--- src/rtl/dmi_sync_pkg.sv ---
// Shared limits, channel indices and the fixed-priority picker used by the
// DMI request synchroniser/arbiter.
package dmi_sync_pkg;

   localparam int MAX_CH   = 16;
   localparam int MIN_SYNC = 2;
   localparam int MAX_SYNC = 4;
   localparam int IDX_W    = $clog2(MAX_CH);

   localparam int CH_RD = 0;
   localparam int CH_WR = 1;

   typedef struct packed {
      logic [IDX_W-1:0]  idx;
      logic [MAX_CH-1:0] onehot;
   } pick_t;

   // Lowest set bit wins; an all-zero vector yields idx 0 and onehot 0.
   function automatic pick_t lowest_set(input logic [MAX_CH-1:0] v);
      pick_t r;
      r = '0;
      for (int i = MAX_CH - 1; i >= 0; i--) begin
         if (v[i]) begin
            r.idx       = i[IDX_W-1:0];
            r.onehot    = '0;
            r.onehot[i] = 1'b1;
         end
      end
      return r;
   endfunction

endpackage

--- src/rtl/dmi_sync_chain.sv ---
// One-bit multi-flop synchroniser; isolated so the CDC flops can carry the
// synchroniser attribute or be replaced by a library cell.
module dmi_sync_chain #(
   parameter int STAGES = 2
) (
   input  logic clk,
   input  logic rst_n,
   input  logic d,
   output logic q
);

   (* async_reg = "true" *) logic [STAGES-1:0] sync_q;
   logic [STAGES-1:0] sync_d;

   always_comb begin
      sync_d = {sync_q[STAGES-2:0], d};
   end

   always_ff @(posedge clk or negedge rst_n) begin
      if (!rst_n) sync_q <= '0;
      else        sync_q <= sync_d;
   end

   assign q = sync_q[STAGES-1];

endmodule

--- src/rtl/dmi_req_sync_arb.sv ---
// Synchronises TCK-domain request levels, latches edges as sticky pending
// requests and drains them through a fixed-priority valid/ready port.
module dmi_req_sync_arb
   import dmi_sync_pkg::*;
#(
   parameter int NUM_CH      = 2,
   parameter int SYNC_STAGES = 2,
   parameter bit EDGE_BOTH   = 1'b0,
   localparam int CHW        = (NUM_CH > 1) ? $clog2(NUM_CH) : 1
) (
   input  logic              clk,
   input  logic              rst_n,
   input  logic [NUM_CH-1:0] req_in,
   output logic              req_valid,
   output logic [CHW-1:0]    req_ch,
   output logic [NUM_CH-1:0] req_onehot,
   input  logic              req_ready,
   output logic [NUM_CH-1:0] ack_toggle,
   output logic [NUM_CH-1:0] overrun,
   input  logic [NUM_CH-1:0] clr_overrun
);

   if (NUM_CH < 1 || NUM_CH > MAX_CH) begin : g_bad_ch
      $error("dmi_req_sync_arb: NUM_CH out of range");
   end
   if (SYNC_STAGES < MIN_SYNC || SYNC_STAGES > MAX_SYNC) begin : g_bad_sync
      $error("dmi_req_sync_arb: SYNC_STAGES out of range");
   end

   logic [NUM_CH-1:0] sync_s;
   logic [NUM_CH-1:0] hist_q, hist_d;
   logic [NUM_CH-1:0] pending_q, pending_d;
   logic [NUM_CH-1:0] ack_q, ack_d;
   logic [NUM_CH-1:0] overrun_q, overrun_d;
   logic [NUM_CH-1:0] edge_det, grant, take;
   logic [MAX_CH-1:0] pend_ext;
   pick_t             pick;
   logic              accept;
   logic              unused_pick;

   for (genvar i = 0; i < NUM_CH; i++) begin : g_ch
      dmi_sync_chain #(.STAGES(SYNC_STAGES)) u_sync (
         .clk   (clk),
         .rst_n (rst_n),
         .d     (req_in[i]),
         .q     (sync_s[i])
      );
   end

   always_comb begin
      pend_ext                = '0;
      pend_ext[NUM_CH-1:0]    = pending_q;
      pick                    = lowest_set(pend_ext);
      grant                   = pick.onehot[NUM_CH-1:0];
      accept                  = (|pending_q) & req_ready;
      take                    = grant & {NUM_CH{accept}};
      edge_det                = EDGE_BOTH ? (sync_s ^ hist_q) : (sync_s & ~hist_q);
   end

   // A new edge on the channel being accepted re-arms it rather than overrunning.
   always_comb begin
      hist_d    = sync_s;
      pending_d = (pending_q & ~take) | edge_det;
      ack_d     = ack_q ^ take;
      overrun_d = (edge_det & pending_q & ~take) | (overrun_q & ~clr_overrun);
   end

   always_ff @(posedge clk or negedge rst_n) begin
      if (!rst_n) begin
         hist_q    <= '0;
         pending_q <= '0;
         ack_q     <= '0;
         overrun_q <= '0;
      end else begin
         hist_q    <= hist_d;
         pending_q <= pending_d;
         ack_q     <= ack_d;
         overrun_q <= overrun_d;
      end
   end

   assign unused_pick = ^pick;
   assign req_valid   = |pending_q;
   assign req_ch      = pick.idx[CHW-1:0];
   assign req_onehot  = grant;
   assign ack_toggle  = ack_q;
   assign overrun     = overrun_q;

endmodule

--- config.mk ---
export PLATFORM = sky130hd
export DESIGN_NAME = dmi_req_sync_arb
export DESIGN_NICKNAME = d
export VERILOG_FILES = /design/src/rtl/dmi_sync_pkg.sv /design/src/rtl/dmi_sync_chain.sv /design/src/rtl/dmi_req_sync_arb.sv
export SDC_FILE = /design/constraint.sdc
export NUM_CORES = 1
export LEC_CHECK = 0
export ABC_AREA = 0
export BUFFER_PORTS_ARGS = -buffer_cell sky130_fd_sc_hd__buf_2
export CORE_AREA = 2 2 39 41
export DETAILED_ROUTE_END_ITERATION = 8
export DIE_AREA = 0 0 41 43
export GPL_ROUTABILITY_DRIVEN = 0
export HOLD_SLACK_MARGIN = 0.15
export PLACE_DENSITY = 0.62
export SYNTH_ARGS = -nofsm -noshare
export SYNTH_HDL_FRONTEND = slang
export SYNTH_SLANG_ARGS = --single-unit
--- constraint.sdc ---
create_clock -name clk -period 2.25 [get_ports clk]
set_input_delay 0.675 -clock clk [delete_from_list [all_inputs] [get_ports clk]]
set_output_delay 0.675 -clock clk [all_outputs]
set_load 0.01 [all_outputs]
Word-level counts from Yosys, hierarchy flattened. Index checks and enable logic that the tools add are counted.

Register bits: 12. Output and inout port bits: 8. Logic and storage cells: 22.

Multiplexer cells: 2. Bitwise gates (word level): 13. Reduce and logical (&&, ||, !) cells: 1.

Operators with widths (number): 17-bit two-way mux (2); 2-bit bitwise AND (6); 2-bit NOT (3); 2-bit OR (2); 2-bit OR reduction (1); 2-bit bitwise XOR (1); 1-bit bitwise AND (1).

Depth between registers and ports, before layout. Gate-level depths: netlist (run 1).

Depth in word-level cells: 6. Mapped depth: 3. Mapped depth without buffers: 2.

By module. Synthesis (run 1) repeated with hierarchy kept, for this count alone.

Cells, all modules: 31. Area total of the unflattened synthesis: 421.7 um2.

By module, submodules not included: dmi_req_sync_arb (times used 1, cells each 27, area an instance 321.6 um2, sequential area each 200.2 um2); dmi_sync_chain (times used 2, cells each 2, area an instance 50.0 um2, sequential area each 50.0 um2).

Worst setup path before layout (run 1). No wires, ideal clock.

Path type: register to output. Start point: register pending_q[0]. End point: output port req_onehot[1]. Data arrival time: 0.793 ns. Required time: 1.575 ns. Slack: 0.782 ns. Cell stages (with the launch flop): 3. Cells stage by stage: dfrtp_1 > nor2_1 > buf_4.

Longest elaborated chain between the ends: 1.

Ends and longest elaborated chain: start, declared (RTL line dmi_req_sync_arb.sv:32) `logic [NUM_CH-1:0] pending_q, pending_d;`; start signal, assigned (RTL line dmi_req_sync_arb.sv:76) `pending_q <= pending_d;`; 17-bit two-way mux (RTL line dmi_sync_pkg.sv:23) `if (v[i]) begin`; end, declared (RTL line dmi_req_sync_arb.sv:16) `output logic [NUM_CH-1:0] req_onehot,`.

No other way between the ends.

Worst setup path after layout (run 1).
Start point: register pending_q[0]. End point: output port req_valid.

Longest elaborated chain between the ends: 1.

Ends and longest elaborated chain: 2-bit OR reduction (RTL line dmi_req_sync_arb.sv:83) `assign req_valid = |pending_q;`; end, declared (RTL line dmi_req_sync_arb.sv:14) `output logic req_valid,`.

No other way between the ends.

==> impl_metrics.prom, run 1 <==
# TYPE chip_impl_metric gauge
chip_impl_metric{name="leakagePower",unit="nW"} 0.257
chip_impl_metric{name="final-max-slew-violation-count",unit=""} 0
chip_impl_metric{name="hpwlAfterDp",unit="um"} 430
chip_impl_metric{name="post-layout-total-power",unit="mW"} 0.476
chip_impl_metric{name="ff2ff_setup_slack",unit="ns"} 1.38
chip_impl_metric{name="path_buf_inv",unit=""} 1
chip_impl_info{name="crit_path_top_delay_cell",value="sky130_fd_sc_hd__dfrtp_1"} 1
chip_impl_metric{name="count_of_flip_flops_with_a_built_in_enable_after_synthesis",unit=""} 0
chip_impl_metric{name="tightest_slew",unit="ns"} 0.257
chip_impl_metric{name="worst_setup_hold_path_clk_slew",unit="ns"} 0.07
chip_impl_metric{name="finalSetupTns",unit="ns"} 0
chip_impl_info{name="netlist_top_cells_count",value="sky130_fd_sc_hd__dfrtp_1 (12), sky130_fd_sc_hd__inv_1 (3), sky130_fd_sc_hd__nand2b_1 (3)"} 1
chip_impl_metric{name="num-nets-final",unit=""} 55
chip_impl_metric{name="postSynth.asyncResetShare",unit=""} 1.00
chip_impl_metric{name="core_area",unit="mm^2"} 0.00138
chip_impl_metric{name="max-clock-path-buffers",unit=""} 2
chip_impl_metric{name="diodes",unit=""} 0
chip_impl_info{name="tritoncts",value="built"} 1
chip_impl_metric{name="detail_route.iter0.violations",unit=""} 5
chip_impl_metric{name="worst_r2r_path_depth",unit=""} 2
chip_impl_metric{name="timing.max_cap.violations",unit=""} 0
chip_impl_info{name="run_status",value="completed"} 1
chip_impl_info{name="synth_most_common_cell",value="sky130_fd_sc_hd__dfrtp_1"} 1
chip_impl_metric{name="critical_path.max_stage_delay",unit="ns"} 0.43
chip_impl_metric{name="ys_ff_latch",unit=""} 12
chip_impl_metric{name="hold_ws",unit="ns"} 0.276
chip_impl_metric{name="grt-ovfl-total",unit=""} 0
chip_impl_metric{name="hold_buffers_post_cts",unit=""} 0
chip_impl_metric{name="final.min_clock_period",unit="ns"} 1.80
chip_impl_info{name="critPathTopFamily",value="flip-flops"} 1
chip_impl_metric{name="multiInputGateArea",unit="um^2"} 95.1
chip_impl_info{name="netlist.top_cell.by_area",value="sky130_fd_sc_hd__dfrtp_1"} 1
chip_impl_metric{name="die_area",unit="mm^2"} 0.00176
chip_impl_metric{name="drc",unit=""} 0
chip_impl_metric{name="crit_path_max_fanout",unit=""} 7
chip_impl_metric{name="placed_cell_area",unit="um^2"} 497
chip_impl_metric{name="power_switching_share",unit=""} 0.257
chip_impl_info{name="timing.critical_path.from_type",value="flop"} 1
chip_impl_metric{name="avgSynthCellArea",unit="um^2"} 13.6
chip_impl_metric{name="worst_ep_required_time",unit="ns"} 1.57
chip_impl_metric{name="wl_per_cell",unit="um"} 8.95
chip_impl_metric{name="layout-drive-gt1-share",unit=""} 0.413
chip_impl_metric{name="power.internal",unit="mW"} 0.354
chip_impl_metric{name="yosysSeqAreaShare",unit=""} 0.712
chip_impl_metric{name="synth_top_cell_area_share",unit=""} 0.712
chip_impl_info{name="timing.critical_path.cells",value="or2_2, buf_2"} 1
chip_impl_metric{name="insertion_delay",unit="ns"} 0.26
chip_impl_metric{name="floorplan.die.height",unit="um"} 43
chip_impl_metric{name="numPortBuffers",unit=""} 14
chip_impl_info{name="synth.area.top_cells",value="sky130_fd_sc_hd__dfrtp_1 (71%), sky130_fd_sc_hd__nand2b_1 (4.5%), sky130_fd_sc_hd__xnor2_1 (4.2%)"} 1
chip_impl_metric{name="cts_setup_buffers",unit=""} 0
chip_impl_metric{name="wirelength",unit="um"} 555
chip_impl_info{name="regToRegStartpoint",value="pending_q[0]$_DFF_PN0_"} 1
chip_impl_metric{name="clock_power_share",unit=""} 0.256
chip_impl_metric{name="worst_slew_margin_rel",unit=""} 0.829
chip_impl_metric{name="fmaxAchievable",unit="MHz"} 554
chip_impl_metric{name="yosys_warnings",unit=""} 0
chip_impl_metric{name="grt_start_max_net_pins",unit=""} 13
chip_impl_metric{name="x_dimension_of_the_die",unit="um"} 41
chip_impl_metric{name="drt.antenna.violating_nets",unit=""} 0
chip_impl_metric{name="syn_area",unit="um^2"} 422
chip_impl_info{name="worst_hold_class",value="in2async"} 1
chip_impl_metric{name="h-tree-depth",unit=""} 1
chip_impl_metric{name="post_cts_resize_count",unit=""} 0
chip_impl_metric{name="std_cell_rows",unit=""} 14
chip_impl_metric{name="maximum_resistive_drop_on_vdd",unit="V"} 0.000400
chip_impl_metric{name="total_switching_power",unit="mW"} 0.122
chip_impl_metric{name="initial_utilization",unit=""} 0.305
chip_impl_metric{name="num_vias",unit=""} 265
chip_impl_info{name="worstSetupPathType",value="reg2out"} 1
chip_impl_metric{name="cts_bufs_inserted",unit=""} 3
chip_impl_info{name="yosys_most_used_dff",value="sky130_fd_sc_hd__dfrtp_1"} 1
chip_impl_metric{name="timing.critical_path.arrival",unit="ns"} 1.13
chip_impl_metric{name="post-route-util",unit=""} 0.375
chip_impl_metric{name="num-fill-cells",unit=""} 153
chip_impl_metric{name="grtUsageTotal",unit=""} 0.0837
chip_impl_info{name="worstSetupEndpointType",value="primary output"} 1
chip_impl_info{name="rsz0062_at_grt",value="false"} 1
chip_impl_metric{name="timing.final.crit_share",unit=""} 0.802
chip_impl_metric{name="layout-area-overhead-vs-synth",unit="%"} 23.1
chip_impl_metric{name="via_per_inst",unit=""} 4.27
chip_impl_metric{name="crit_cells",unit=""} 2
chip_impl_metric{name="timing.clock.skew",unit="ns"} 0.00247
chip_impl_metric{name="layout.cell_area.non_filler",unit="um^2"} 519
chip_impl_metric{name="post_synth_inst_count",unit=""} 31
chip_impl_metric{name="grt_antenna_before_repair",unit=""} 0
chip_impl_metric{name="finalSetupViolCount",unit=""} 0
chip_impl_info{name="crit_start",value="pending_q[0]$_DFF_PN0_"} 1
chip_impl_metric{name="grt_pass1_vias",unit=""} 256
chip_impl_metric{name="regArea",unit="um^2"} 300
chip_impl_metric{name="hold_violations",unit=""} 0
chip_impl_metric{name="p_per_area",unit="mW/mm^2"} 916
chip_impl_metric{name="yosys.cell_types.count",unit=""} 13
chip_impl_info{name="crit_end",value="req_valid"} 1
chip_impl_metric{name="drt_pass_1_iters",unit=""} 2
chip_impl_info{name="end_of_the_worst_register_to_register_path",value="ack_toggle[1]$_DFF_PN0_"} 1
chip_impl_info{name="clock-root-buffer",value="sky130_fd_sc_hd__clkbuf_4"} 1
chip_impl_metric{name="num_io_pins",unit=""} 15
chip_impl_metric{name="synthesized_netlist_net_count",unit=""} 38
chip_impl_metric{name="clock_sinks",unit=""} 12
chip_impl_metric{name="combPwrFrac",unit=""} 0.189
chip_impl_metric{name="share_seq_of_total_power",unit=""} 0.555
chip_impl_metric{name="grt_pass1_wl",unit="um"} 924
## flip-flops by register name (all words and copies together) (netlist names)
name / count
ack_toggle: 2
g_ch.u_sync.sync_q: 4
pending_q: 2
hist_q: 2
overrun: 2
## layout make-up
type / instances / share of cell area
clock buffers: 3 / 0.0434
well taps: 16 / 0.0386
flip-flops and latches: 12 / 0.578
multi-input cells: 14 / 0.183
inverters: 3 / 0.0217
repair buffers: 14 / 0.135
## per-stage QoR
step / std cells / worst slack (ns)
2_1_floorplan: 31 / 0.782
3_3_place_gp: 59 / 0.742
3_5_place_dp: 59 / 0.724
4_1_cts: 62 / 0.426
5_1_grt: 62 / 0.389
6_report: 62 / 0.446
## logic make-up (layout without fill, tap and decap cells)
family	Yosys count	in the layout	share of synthesized area
DFF	12	12	0.712
xor gates and xnor gates	2	2	0.0416
and+or+nand+nor	9	9	0.119
AOI/OAI and AO/OA	3	3	0.0653
buffers and inverters	5	20	0.0623
## power groups by stage
stage | registers [mW] | logic (mW) | clock network, mW
3_3_place_gp | 0.267 | 0.0922 | 0
3_5_place_dp | 0.269 | 0.0914 | 0
6_report | 0.264 | 0.0899 | 0.122
4_1_cts | 0.265 | 0.0923 | 0.133
2_1_floorplan | 0.279 | 0.0433 | 0
5_1_grt | 0.269 | 0.104 | 0.142
## layer usage
layer / global-route usage / wire length [um] / vias to the layer above
li1: - / - / 126
met1: 0.0780 / 247 / 128
met2: 0.128 / 259 / 11
met3: 0.0785 / 48 / 0
met4: 0.0200 / 0 / 0
met5: 0 / 0 / -
## layout by cell type, fill, tap and decap left out, drive strengths merged
cell and n:
buf 14, clkbuf 3, dfrtp 12, inv 3, nand2 2, nand2b 3
nand3b 1, nor2 1, nor2b 1, o21ai 1, o22ai 1, o32ai 1
or2 1, xnor2 2
## worst reg2reg max path: cells and delay by family, from the launching register on
family	cells	cell delay [ns]
XOR/XNOR	1	0.14
flip-flops	1	0.43
AND/OR/NAND/NOR	1	0.19
## worst min path at each step
stage | start | end | slack, ns | cells past startpoint
CTS | rst_n | overrun[0]$_DFF_PN0_ | 0.28 | 1
finish | rst_n | pending_q[1]$_DFF_PN0_ | 0.28 | 1
floorplan | g_ch[0].u_sync.sync_q[0]$_DFF_PN0_ | g_ch[0].u_sync.sync_q[1]$_DFF_PN0_ | 0.33 | 0
global placement | g_ch[1].u_sync.sync_q[0]$_DFF_PN0_ | g_ch[1].u_sync.sync_q[1]$_DFF_PN0_ | 0.33 | 0
detailed placement | g_ch[0].u_sync.sync_q[0]$_DFF_PN0_ | g_ch[0].u_sync.sync_q[1]$_DFF_PN0_ | 0.34 | 0
global route | rst_n | g_ch[1].u_sync.sync_q[1]$_DFF_PN0_ | 0.28 | 1
Note: power is estimated with default switching activity, not from simulation.
==> run 2, diff against run 1 <==
- PLACE_DENSITY: 0.62 -> 0.64
- clock period: 2.25 -> 1.5 ns (I/O delays scaled with it)
==> impl_metrics.prom, run 2 (synthesized netlist as in run 1, its figures left out) <==
# TYPE chip_impl_metric gauge
chip_impl_metric{name="finalSetupViolCount",unit=""} 0
chip_impl_info{name="crit_path_top_delay_cell",value="sky130_fd_sc_hd__dfrtp_1"} 1
chip_impl_metric{name="grt_start_max_net_pins",unit=""} 13
chip_impl_metric{name="timing.critical_path.arrival",unit="ns"} 1.02
chip_impl_metric{name="floorplan.die.height",unit="um"} 43
chip_impl_metric{name="grt_antenna_before_repair",unit=""} 0
chip_impl_info{name="top_signal_layer_used",value="met3"} 1
chip_impl_metric{name="leakagePower",unit="nW"} 0.270
chip_impl_metric{name="num-nets-final",unit=""} 57
chip_impl_metric{name="grt-ovfl-total",unit=""} 0
chip_impl_metric{name="final.min_clock_period",unit="ns"} 1.47
chip_impl_metric{name="final-max-slew-violation-count",unit=""} 0
chip_impl_info{name="timing.critical_path.from_type",value="flop"} 1
chip_impl_metric{name="drt_pass_1_iters",unit=""} 1
chip_impl_info{name="worstSetupEndpointType",value="primary output"} 1
chip_impl_metric{name="std_cell_rows",unit=""} 14
chip_impl_metric{name="num_io_pins",unit=""} 15
chip_impl_info{name="rsz0062_at_grt",value="true"} 1
chip_impl_metric{name="via_per_inst",unit=""} 4.19
chip_impl_metric{name="worst_ep_required_time",unit="ns"} 1.05
chip_impl_info{name="most_flops_register",value="g_ch.u_sync.sync_q"} 1
chip_impl_metric{name="clock_sinks",unit=""} 12
chip_impl_info{name="timing.critical_path.cells",value="or2_4, buf_6"} 1
chip_impl_info{name="worstSetupPathType",value="reg2out"} 1
chip_impl_metric{name="wl_met1",unit="um"} 248
chip_impl_metric{name="drt.antenna.violating_nets",unit=""} 0
chip_impl_metric{name="layout.cells.non_filler",unit=""} 64
chip_impl_info{name="clock-root-buffer",value="sky130_fd_sc_hd__clkbuf_4"} 1
chip_impl_metric{name="diodes",unit=""} 0
chip_impl_metric{name="wl_per_cell",unit="um"} 9.42
chip_impl_metric{name="hold_violations",unit=""} 0
chip_impl_metric{name="fmaxAchievable",unit="MHz"} 681
chip_impl_metric{name="timing.final.crit_share",unit=""} 0.979
chip_impl_metric{name="timing.clock.skew",unit="ns"} 0.00230
chip_impl_metric{name="power_switching_share",unit=""} 0.254
chip_impl_info{name="run_status",value="completed"} 1
chip_impl_metric{name="core_area",unit="mm^2"} 0.00138
chip_impl_metric{name="layout-drive-gt1-share",unit=""} 0.417
chip_impl_metric{name="worst_slew_margin_rel",unit=""} 0.829
chip_impl_metric{name="x_dimension_of_the_die",unit="um"} 41
chip_impl_metric{name="die_area",unit="mm^2"} 0.00176
chip_impl_metric{name="numPlacedInstances",unit=""} 59
chip_impl_info{name="tritoncts",value="built"} 1
chip_impl_metric{name="layout-area-overhead-vs-synth",unit="%"} 29.4
chip_impl_metric{name="layout.cell_area.non_filler",unit="um^2"} 546
chip_impl_metric{name="placed_cell_area",unit="um^2"} 497
chip_impl_info{name="most_common_cell_after_layout_fill_and_taps_aside",value="sky130_fd_sc_hd__buf_2"} 1
chip_impl_metric{name="combPwrFrac",unit=""} 0.208
chip_impl_metric{name="wirelength",unit="um"} 603
chip_impl_metric{name="largest_reg_flops",unit=""} 4
chip_impl_metric{name="critical_path.max_stage_delay",unit="ns"} 0.39
chip_impl_metric{name="timing.max_cap.violations",unit=""} 0
chip_impl_metric{name="total_switching_power",unit="mW"} 0.184
chip_impl_metric{name="initial_utilization",unit=""} 0.305
chip_impl_metric{name="grt_pass1_wl",unit="um"} 1010
chip_impl_metric{name="grtUsageTotal",unit=""} 0.0899
chip_impl_metric{name="max-clock-path-buffers",unit=""} 2
chip_impl_metric{name="h-tree-depth",unit=""} 1
chip_impl_metric{name="worst_setup_hold_path_clk_slew",unit="ns"} 0.06
chip_impl_metric{name="num-fill-cells",unit=""} 141
chip_impl_metric{name="num_vias",unit=""} 268
chip_impl_metric{name="share_seq_of_total_power",unit=""} 0.546
chip_impl_metric{name="insertion_delay",unit="ns"} 0.26
chip_impl_metric{name="numPortBuffers",unit=""} 14
chip_impl_metric{name="detail_route.iter0.violations",unit=""} 0
chip_impl_info{name="worst_hold_class",value="in2reg"} 1
chip_impl_metric{name="cts_bufs_inserted",unit=""} 3
chip_impl_metric{name="tightest_slew",unit="ns"} 0.257
chip_impl_info{name="mostFrequentLayoutCells",value="sky130_fd_sc_hd__buf_2 (13), sky130_fd_sc_hd__dfrtp_1 (12), sky130_fd_sc_hd__inv_1 (3), sky130_fd_sc_hd__nand2b_1 (3), sky130_fd_sc_hd__clkbuf_4 (3)"} 1
chip_impl_metric{name="grt_pass1_vias",unit=""} 283
chip_impl_metric{name="power.internal",unit="mW"} 0.541
chip_impl_metric{name="dr_wl_met2",unit="um"} 306
chip_impl_metric{name="clock_power_share",unit=""} 0.246
chip_impl_metric{name="met3_length",unit="um"} 48
chip_impl_metric{name="crit_path_max_fanout",unit=""} 3
chip_impl_metric{name="maximum_resistive_drop_on_vdd",unit="V"} 0.000434
chip_impl_metric{name="p_per_area",unit="mW/mm^2"} 1330
chip_impl_metric{name="drc",unit=""} 0
run 2: worst max-delay path: cells and delay by family (launching register included):
kind                   cells  cell delay (ns)
buffers and inverters      1             0.12
and+or+nand+nor            1             0.25
DFF                        1             0.39
run 2: timing repair:
| action | CTS | global route |
|---|---|---|
| pin swaps | 0 | 1 |
| endpoints found under the setup margin | 1 | 3 |
| setup buffers | 1 | 0 |
| resized for setup | 2 | 0 |
| endpoints found under the hold margin | 12 | 0 |
| hold buffers | 1 | 0 |
run 2: path summary, 6_finish.rpt:
check	slack, ns	end	depth (start not counted)	start
min	0.30	g_ch[0].u_sync.sync_q[0]$_DFF_PN0_	1	req_in[0]
min reg2reg	0.35	g_ch[0].u_sync.sync_q[1]$_DFF_PN0_	0	g_ch[0].u_sync.sync_q[0]$_DFF_PN0_
max	0.03	req_valid	2	pending_q[1]$_DFF_PN0_
max reg2reg	0.52	ack_toggle[1]$_DFF_PN0_	3	pending_q[0]$_DFF_PN0_
min in group asynchronous	0.60	g_ch[1].u_sync.sync_q[0]$_DFF_PN0_	2	rst_n
max in group asynchronous	0.70	ack_toggle[1]$_DFF_PN0_	2	rst_n
run 2: metrics by stage:
step | setup slack (ns) | util | total power [mW] | hold slack, ns | setup TNS (ns)
after global routing | -0.00977 | 0.394 | 0.777 | 0.273 | -0.0164
after floorplan | 0.257 | - | 0.484 | 0.154 | 0
final | 0.0311 | 0.394 | 0.725 | 0.295 | 0
after detailed placement | 0.209 | 0.359 | 0.542 | 0.338 | 0
after global placement | 0.217 | 0.359 | 0.539 | 0.333 | 0
after CTS | 0.0134 | 0.394 | 0.743 | 0.280 | 0
run 2: area by class of cell:
cell class	count	area (um^2)	share of cell area
inverters	3	11.3	0.0206
well taps	16	20.0	0.0367
clock buffers	3	22.5	0.0413
repair buffers	16	93.8	0.172
flip-flops and latches	12	300	0.550
multi-input cells	14	97.6	0.179
run 2: power by group through the flow:
stage               combinational [mW]  clock [mW]  sequential (mW)
floorplan                       0.0650           0            0.419
global placement                 0.139           0            0.400
detailed placement               0.139           0            0.403
CTS                              0.153       0.193            0.396
global route                     0.171       0.205            0.401
finish                           0.151       0.178            0.396
run 2: metal layers:
layer,vias up,track usage
li1,131,-
met1,126,0.0816
met2,11,0.144
met3,0,0.0471
met4,0,0.0600
met5,-,0
